==> src/rtl/aes_key_expand.sv <==
// -----------------------------------------------------------------------------
// aes_key_expand
//
// Sequential AES-128 key-schedule engine. A start request captures the cipher
// key, then the 11 round keys (rounds 0..10) are offered one at a time over a
// valid/ready interface to the AddRoundKey stage downstream.
//
// The next round key is derived combinationally from the current one:
//   t   = SubWord(RotWord(w3)) ^ Rcon(r),   r = rk_round + 1
//   w0' = w0 ^ t, w1' = w1 ^ w0', w2' = w2 ^ w1', w3' = w3 ^ w2'
// The byte S-box and the round-constant table are local functions, so the
// block has no external dependencies.
//
// Optional build macro:
//   AES_KEYEXP_PIPE_EN - registers t after SubWord/Rcon. Each non-final
//                        transfer then spends one cycle in PIPE_WAIT with
//                        rk_valid low (one key per two cycles).
//
// Ports:
//   clk        in   1    system clock, rising edge
//   rst_n      in   1    asynchronous active-low reset
//   start      in   1    request a new expansion (sampled only in IDLE)
//   key        in   128  cipher key, byte 0 in [127:120]
//   rk_valid   out  1    round_key / rk_round valid
//   rk_ready   in   1    consumer accepts the current round key
//   round_key  out  128  current round key, w0 in [127:96]
//   rk_round   out  4    round index of round_key, 0..10
//   busy       out  1    high from start acceptance until the final handshake
//   done       out  1    one-cycle pulse after the round-10 key is accepted
// -----------------------------------------------------------------------------
module aes_key_expand #(
    parameter int NR = 10
) (
    input  logic         clk,
    input  logic         rst_n,
    input  logic         start,
    input  logic [127:0] key,
    output logic         rk_valid,
    input  logic         rk_ready,
    output logic [127:0] round_key,
    output logic [3:0]   rk_round,
    output logic         busy,
    output logic         done
);

    localparam logic [3:0] LAST_ROUND = 4'(NR);

    typedef enum logic [1:0] {
        IDLE      = 2'd0,
        EMIT      = 2'd1
`ifdef AES_KEYEXP_PIPE_EN
        ,
        PIPE_WAIT = 2'd2
`endif
    } state_t;

    // GF(2^8) multiply modulo x^8 + x^4 + x^3 + x + 1
    function automatic logic [7:0] gf_mul(input logic [7:0] a, input logic [7:0] b);
        logic [7:0] p;
        logic [7:0] x;
        p = 8'h00;
        x = a;
        for (int i = 0; i < 8; i++) begin
            if (b[i]) p = p ^ x;
            x = {x[6:0], 1'b0} ^ (x[7] ? 8'h1b : 8'h00);
        end
        return p;
    endfunction

    // AES S-box: multiplicative inverse (a^254, which maps 0 to 0) followed
    // by the affine transform written as rotate-XORs plus 0x63.
    function automatic logic [7:0] sbox(input logic [7:0] a);
        logic [7:0] x2, x3, x6, x12, x15, x30, x60, x120, x240, x252, inv;
        x2   = gf_mul(a, a);
        x3   = gf_mul(x2, a);
        x6   = gf_mul(x3, x3);
        x12  = gf_mul(x6, x6);
        x15  = gf_mul(x12, x3);
        x30  = gf_mul(x15, x15);
        x60  = gf_mul(x30, x30);
        x120 = gf_mul(x60, x60);
        x240 = gf_mul(x120, x120);
        x252 = gf_mul(x240, x12);
        inv  = gf_mul(x252, x2);
        return inv ^ {inv[6:0], inv[7]} ^ {inv[5:0], inv[7:6]}
                   ^ {inv[4:0], inv[7:5]} ^ {inv[3:0], inv[7:4]} ^ 8'h63;
    endfunction

    // Round constant word for rounds 1..10; other indices are never used.
    function automatic logic [31:0] rcon(input logic [3:0] idx);
        logic [7:0] rc;
        case (idx)
            4'd1:    rc = 8'h01;
            4'd2:    rc = 8'h02;
            4'd3:    rc = 8'h04;
            4'd4:    rc = 8'h08;
            4'd5:    rc = 8'h10;
            4'd6:    rc = 8'h20;
            4'd7:    rc = 8'h40;
            4'd8:    rc = 8'h80;
            4'd9:    rc = 8'h1b;
            4'd10:   rc = 8'h36;
            default: rc = 8'h00;
        endcase
        return {rc, 24'h000000};
    endfunction

    state_t         state_reg, state_next;
    logic [127:0]   key_reg;
    logic [3:0]     round_reg;
    logic           done_reg;

    logic           xfer;
    logic           last;
    logic [3:0]     rcon_idx;
    logic [31:0]    w0, w1, w2, w3;
    logic [31:0]    rot_word;
    logic [31:0]    sub_word;
    logic [31:0]    t_comb;
    logic [31:0]    t_use;
    logic [31:0]    n0, n1, n2, n3;
    logic [127:0]   key_next;

    assign xfer     = (state_reg == EMIT) && rk_ready;
    assign last     = (round_reg == LAST_ROUND);
    assign rcon_idx = round_reg + 4'd1;

    assign {w0, w1, w2, w3} = key_reg;
    assign rot_word = {w3[23:0], w3[31:24]};

    // SubWord: four S-box lanes
    generate
        for (genvar gi = 0; gi < 4; gi++) begin : g_subword
            assign sub_word[gi*8 +: 8] = sbox(rot_word[gi*8 +: 8]);
        end
    endgenerate

    assign t_comb = sub_word ^ rcon(rcon_idx);

`ifdef AES_KEYEXP_PIPE_EN
    // t is captured on the transfer and applied one cycle later in PIPE_WAIT,
    // while key_reg and round_reg still hold the key it was derived from.
    logic [31:0] t_reg;

    always_ff @(posedge clk or negedge rst_n) begin
        if (!rst_n) begin
            t_reg <= 32'h0;
        end else if (xfer && !last) begin
            t_reg <= t_comb;
        end
    end

    assign t_use = t_reg;
`else
    assign t_use = t_comb;
`endif

    assign n0       = w0 ^ t_use;
    assign n1       = w1 ^ n0;
    assign n2       = w2 ^ n1;
    assign n3       = w3 ^ n2;
    assign key_next = {n0, n1, n2, n3};

    // State register
    always_ff @(posedge clk or negedge rst_n) begin
        if (!rst_n) begin
            state_reg <= IDLE;
        end else begin
            state_reg <= state_next;
        end
    end

    // Next-state logic
    always_comb begin
        state_next = state_reg;
        case (state_reg)
            IDLE: begin
                if (start) state_next = EMIT;
            end
            EMIT: begin
                if (xfer) begin
                    if (last) begin
                        state_next = IDLE;
                    end else begin
`ifdef AES_KEYEXP_PIPE_EN
                        state_next = PIPE_WAIT;
`else
                        state_next = EMIT;
`endif
                    end
                end
            end
`ifdef AES_KEYEXP_PIPE_EN
            PIPE_WAIT: state_next = EMIT;
`endif
            default: state_next = IDLE;
        endcase
    end

    // Key / round datapath. key_reg is left untouched by the final transfer
    // so round_key keeps showing the round-10 key afterwards.
    always_ff @(posedge clk or negedge rst_n) begin
        if (!rst_n) begin
            key_reg   <= 128'h0;
            round_reg <= 4'd0;
            done_reg  <= 1'b0;
        end else begin
            done_reg <= xfer && last;
            case (state_reg)
                IDLE: begin
                    if (start) begin
                        key_reg   <= key;
                        round_reg <= 4'd0;
                    end
                end
                EMIT: begin
`ifndef AES_KEYEXP_PIPE_EN
                    if (xfer && !last) begin
                        key_reg   <= key_next;
                        round_reg <= round_reg + 4'd1;
                    end
`endif
                end
`ifdef AES_KEYEXP_PIPE_EN
                PIPE_WAIT: begin
                    key_reg   <= key_next;
                    round_reg <= round_reg + 4'd1;
                end
`endif
                default: ;
            endcase
        end
    end

    assign rk_valid  = (state_reg == EMIT);
    assign busy      = (state_reg != IDLE);
    assign round_key = key_reg;
    assign rk_round  = round_reg;
    assign done      = done_reg;

endmodule

==> config.mk <==
export PLATFORM = sky130hd
export DESIGN_NAME = aes_key_expand
export DESIGN_NICKNAME = d
export VERILOG_FILES = /design/src/rtl/aes_key_expand.sv
export SDC_FILE = /design/constraint.sdc
export NUM_CORES = 2
export LEC_CHECK = 0
export BUFFER_PORTS_ARGS = -buffer_cell sky130_fd_sc_hd__buf_4
export CAP_MARGIN = 20
export CORE_MARGIN = 4
export CORE_UTILIZATION = 40
export CTS_CLUSTER_SIZE = 25
export DETAILED_ROUTE_END_ITERATION = 10
export PLACE_DENSITY = 0.53
export RECOVER_POWER = 25
export SLEW_MARGIN = 15
export SYNTH_ARGS = -nofsm -noshare
export SYNTH_HDL_FRONTEND = slang
export SYNTH_SLANG_ARGS = --single-unit
==> constraint.sdc <==
create_clock -name clk -period 26 [get_ports clk]
set_input_delay 5.2 -clock clk [delete_from_list [all_inputs] [get_ports clk]]
set_output_delay 5.2 -clock clk [all_outputs]
set_load 0.02 [all_outputs]
# After elaboration in Yosys (flattened, before gate mapping)
# Memory sizes are Yosys's and may differ from the RTL's.
# Cells that the tools add are included.
# W data, S select, Z words.
dict set report totals {
  inputBits 132
  romBits 128
  mem_count 1
  ff_bits 135
  wordCells 1331
  ram_bits 0
  latchBits 0
}
# memory words width read_ports rd_ports_with_merged_regs write_ports line
set memory_table {}
lappend memory_table {{(name not given)} 16 8 1 0 0 92} ;# case (idx)
dict set report classes {
  n_mul 0
  n_mux 670
  add_sub_neg 1
  shifts 0
  n_reduce_logical 9
  bitwise_logic 641
  div 0
  n_lt_le_gt_ge 0
  n_eq_ne 5
}
# op n
set op_table {}
lappend op_table {{$mux W8} 352}
lappend op_table {{$xor A8 B8 Y8} 324}
lappend op_table {{$xor A8 B5 Y8} 308}
lappend op_table {{$mux W5} 308}
lappend op_table {{$mux W128} 2}
lappend op_table {{$pmux W128 S2} 1}
lappend op_table {{$xor A32 B32 Y32} 5}
lappend op_table {{$not A4 Y4} 4}
lappend op_table {{$mux W4} 2}
lappend op_table {{$pmux W4 S2} 1}
lappend op_table {{$add A4 B1 Y4 const B} 1}
lappend op_table {{$eq A4 B4 Y1 const B} 1}
lappend op_table {{$mux W2} 2}
lappend op_table {{$ne A2 B1 Y1 const B} 2}
lappend op_table {{$pmux W2 S2} 1}
lappend op_table {{$reduce_bool A2 Y1} 2}
lappend op_table {{$logic_and A1 B1 Y1} 3}
lappend op_table {{$reduce_and A3 Y1} 1}
lappend op_table {{$eq A2 B1 Y1 const B} 1}
lappend op_table {{$logic_not A2 Y1} 1}
lappend op_table {{$ne A2 B2 Y1 const B} 1}
lappend op_table {{$reduce_and A2 Y1} 1}
lappend op_table {{$logic_not A1 Y1} 1}
lappend op_table {{$mux W1} 1}

# Longest topological paths before layout
dict set report logic_depth {
  word_depth 188
  ltp_mapped 81
  depth_no_buf 69
}

# Least setup slack after synthesis
# Ideal clock, no wire load.
dict set report synth_path {
  path_kind {reg2reg}
  startpoint {reg key_reg[0], in the netlist round_key[0]}
  endpoint {reg key_reg[45], in the netlist round_key[45]}
  t_arrival_ns 18.524
  period_less_slack_ns 18.651
  path_stages_with_launch 77
  setup_time_ns 0.126
  path_buffers 10
  path_slack_ns 7.349
  required_time_ns 25.874
  path_cell_list {dfrtp_1 -> ha_1 -> clkbuf_1 -> inv_1 -> o22ai_1 -> mux2i_1 -> o221ai_1 -> xnor3_1 -> buf_2 -> or3_1 -> a21oi_1 -> a21oi_1 -> xnor2_1 -> xor2_1 -> inv_1 -> buf_1 -> ha_1 -> xnor2_1 -> [41 not listed] -> xor2_1 -> mux2i_1 -> o21ai_0 -> xnor3_1 -> xor2_1 -> xnor2_2 -> xnor2_2 -> xnor2_1 -> nand2b_1 -> xnor2_1 -> xnor2_1 -> xnor2_1 -> xnor2_1 -> xnor2_1 -> xnor2_1 -> xnor2_1 -> nor3_1 -> a311o_1}
}
dict set report synth_between {
  elab_chain_len 180
  word_cells_on_any_way 323
}
# item line
set synth_lines {}
lappend synth_lines {{start: declaration} 109} ;# logic [127:0] key_reg;
lappend synth_lines {{start signal: assignment} 212} ;# key_reg <= key;
lappend synth_lines {{start signal: assignment} 219} ;# key_reg <= key_next;
lappend synth_lines {{$mux W8} 64} ;# if (b[i]) p = p ^ x;
lappend synth_lines {{$xor A8 B8 Y8} 64}
lappend synth_lines {{$mux W8} 64}
lappend synth_lines {{$xor A8 B8 Y8} 64}
lappend synth_lines {{$mux W8} 64}
lappend synth_lines {{$xor A8 B8 Y8} 64}
lappend synth_lines {{$mux W8} 64}
lappend synth_lines {{$xor A8 B8 Y8} 64}
lappend synth_lines {{[164 not listed]} --}
lappend synth_lines {{$xor A8 B8 Y8 (*)} 86} ;# ^ {inv[4:0], inv[7:5]} ^ {inv[3:0], inv[7:4]} ^ 8'h63;
lappend synth_lines {{$not A4 Y4 (no line) (*)} --}
lappend synth_lines {{$xor A32 B32 Y32 (*)} 138} ;# assign t_comb = sub_word ^ rcon(rcon_idx);
lappend synth_lines {{$xor A32 B32 Y32 (*)} 158} ;# assign n0 = w0 ^ t_use;
lappend synth_lines {{$xor A32 B32 Y32 (*)} 159} ;# assign n1 = w1 ^ n0;
lappend synth_lines {{$xor A32 B32 Y32 (*)} 160} ;# assign n2 = w2 ^ n1;
lappend synth_lines {{$mux W128 (*)} 218} ;# if (xfer && !last) begin
lappend synth_lines {{$pmux W128 S2 (*)} 209} ;# case (state_reg)
# Mark *: on every way between the ends. The rest lies on a longest branch, timed or not. The select of a mux whose other input is x is not followed.
# A chain may end at the register's enable or synchronous reset.

# Worst setup path in the final report
dict set report layout_path {
  startpoint {reg key_reg[16], in the netlist round_key[16]}
  endpoint {reg key_reg[60], in the netlist round_key[60]}
}
dict set report layout_between {
  elab_chain_len 179
  word_cells_on_any_way 322
}
# item line
set layout_lines {}
lappend layout_lines {{$mux W8} 64}
lappend layout_lines {{$xor A8 B8 Y8} 64}
lappend layout_lines {{$mux W8} 64}
lappend layout_lines {{$xor A8 B8 Y8} 64}
lappend layout_lines {{$mux W8} 64}
lappend layout_lines {{$xor A8 B8 Y8} 64}
lappend layout_lines {{$mux W8} 64}
lappend layout_lines {{$xor A8 B8 Y8} 64}
lappend layout_lines {{[163 not listed]} --}
lappend layout_lines {{$xor A8 B8 Y8} 86}
lappend layout_lines {{$xor A8 B8 Y8 (*)} 86}
lappend layout_lines {{$xor A32 B32 Y32 (*)} 138}
lappend layout_lines {{$xor A32 B32 Y32 (*)} 158}
lappend layout_lines {{$xor A32 B32 Y32 (*)} 159}
lappend layout_lines {{$xor A32 B32 Y32 (*)} 160}
lappend layout_lines {{$mux W128 (*)} 218}
lappend layout_lines {{$pmux W128 S2 (*)} 209}
# Marked as above.

==> impl_metrics.env <==
export IMPL_whs_ns=0.5508
export IMPL_holdBufCountCts=0
export IMPL_maxCapViolations=2
export IMPL_numCtsBuffers=17
export IMPL_clk_latency_ns=0.54
export IMPL_worst_path_buf_inv=7
export IMPL_drive_above_1_share=0.1360
export IMPL_crit_family="XOR/XNOR gates"
export IMPL_path_clk_slew_ns=0.06
export IMPL_grt_pass1_vias=46190
export IMPL_finalHoldViolCount=0
export IMPL_yosys_area_share_adder=0.007371
export IMPL_avgRoutedWirePerCell_um=20.43
export IMPL_post_cts_buffers=0
export IMPL_fp_dieH_um=382.2
export IMPL_arrival_ns=24.42
export IMPL_wl_mm=178.7
export IMPL_dieArea_sq_mm=0.1461
export IMPL_cts_tree="done"
export IMPL_start_util=0.4020
export IMPL_num_fill_cells=14160
export IMPL_ys_async_sr_fraction=1.000
export IMPL_pre_cts_slack_ns=2.330
export IMPL_critPathKind="reg -> reg"
export IMPL_gp_congestion=0.8724
export IMPL_drtIter0Drc=3882
export IMPL_violations="max-capacitance violations, max-slew violations"
export IMPL_route_detailed_drc=0
export IMPL_synth_top_family_by_area="XOR/XNOR gates"
export IMPL_place_port_buffers=266
export IMPL_ctsHtreeMaxLevel=4
export IMPL_final_cell_mix="xnor2_1, nand2_1, nor2_1"
export IMPL_area_delta_synth_final_pct=6.526
export IMPL_cp_slowest_cell="xor3_1"
export IMPL_layout_commonest_cell="xnor2_1"
export IMPL_synth_simple_gate_area_frac=0.1817
export IMPL_required_ns=26.38
export IMPL_dp_hpwl_mm=132.5
export IMPL_track_usage=0.2361
export IMPL_worst_slew_pin_slew_ns=5.117
export IMPL_synthMuxAreaShare=0.05934
export IMPL_utilization=0.4282
export IMPL_setup_viol=0
export IMPL_largest_reg_flops=128
export IMPL_fin_tns_setup_ns=0
export IMPL_crit_path_max_incr_delay_ns=1.05
export IMPL_cts_root_buffer="clkbuf_16"
export IMPL_synth_compound_area_frac=0.1549
export IMPL_crit_fanout=23
export IMPL_yosysSeqAreaShare=0.05986
export IMPL_setup_ws_ns=1.968
export IMPL_ys_ff_latch=134
export IMPL_drt_pass1_iterations=6
export IMPL_post_route_period_util=0.9243
export IMPL_endpoint_kind="flop"
export IMPL_ys_flop_type="dfrtp_1"
export IMPL_min_period_ns=24.03
export IMPL_skew_ns=0.02373
export IMPL_finalNetCount=7019
export IMPL_synthesis_nets=7003
export IMPL_grt_max_degree=80
export IMPL_routed_via_density=5.577
export IMPL_synth_edff_count=0
export IMPL_postCtsResizedCells=0
export IMPL_fmaxAchievable_mhz=41.61
export IMPL_synth_area_sq_mm=0.05602
export IMPL_die_x_um=382.2
export IMPL_outcome="finished, violations left"
export IMPL_antenna_found_initial=9
export IMPL_ant_nets=0
export IMPL_cp_start_kind="flop"
export IMPL_vias=48770
export IMPL_syn_avg_cell_area_sq_um=8.192
export IMPL_num_io_pins=267
export IMPL_synth_cell_types=154
export IMPL_relSlewSlack=-2.411
export IMPL_num_rows=137
export IMPL_holdCritPathClass="reg -> reg"
export IMPL_cp_common_cell="xnor2_1"
export IMPL_yosys_warnings=0
export IMPL_core_area_sq_mm=0.1394
export IMPL_cts_sinks=134
export IMPL_cts_buffer_depth=2
export IMPL_rsz0062_at_grt="false"
export IMPL_grt_overflow_total=0
export IMPL_grt_pass1_wl_mm=277.7
export IMPL_post_synth_xor_area_fraction=0.4782
export IMPL_netlist_instances=6838
export IMPL_finalMaxSlewViolations=137
metrics by stage:
step                instance area (sq um)  instances
floorplan                           56020       6838
global placement                    59080       8708
detailed placement                  59090       8709
CTS                                 59680       8741
global route                        59670       8743
finish                              59680       8744
final cells by class:
type | count | area [sq um] | share of cell area
Clock buffer | 17 | 425.4 | 0.007129
Multi-Input combinational cell | 6121 | 49520 | 0.8298
Timing Repair Buffer | 452 | 3371 | 0.05648
Clock inverter | 15 | 170.2 | 0.002851
Antenna cell | 1 | 2.502 | 0.00004193
Sequential cell | 134 | 3358 | 0.05627
Inverter | 128 | 485.5 | 0.008135
Tap cell | 1876 | 2347 | 0.03933
worst paths after layout:
kind,slack [ns],cells past startpoint,start,endpoint
setup / recovery,1.97,63,round_key[16],round_key[60]
hold / removal,0.55,1,round_key[82],round_key[82]
setup reg to reg,1.97,63,round_key[16],round_key[60]
hold reg to reg,0.55,1,round_key[82],round_key[82]
max in group asynchronous,13.76,2,rst_n,state_reg[0]
min in group asynchronous,6.54,1,rst_n,round_key[67]
synth_stat cells (all sizes together), types with 72 or more instances:
cell type	number	area share
a21oi	291	0.027
a22oi	72	0.010
buf	203	0.023
clkbuf	251	0.027
dfrtp	134	0.060
inv	120	0.0081
mux2i	262	0.047
nand2	752	0.051
nand3	149	0.013
nor2	737	0.050
nor3	154	0.014
o21ai	305	0.027
o22ai	112	0.013
xnor2	1418	0.24
xnor3	331	0.13
xor2	451	0.077
routing by layer:
layer | share of wire | track usage | vias to the layer above
li1 | - | - | 23610
met2 | 0.45 | 0.3770 | 1316
met1 | 0.48 | 0.3424 | 23700
met5 | 0.00021 | 0 | -
met4 | 0.016 | 0.04560 | 6
met3 | 0.058 | 0.02978 | 129
cells by family (layout without fill, tap and decap cells):
family / count (synthesis) / in the layout
other cells: 0 / 1
xor+xnor: 2259 / 2259
mux: 324 / 324
buf+inv: 583 / 612
flops: 134 / 134
compound gates: 1272 / 1272
fa+ha+maj: 33 / 33
simple gates: 2233 / 2233
Power is left out: the tool's default activity adds up to more than one toggle a clock period on the data nets, which glitch-free logic cannot reach.
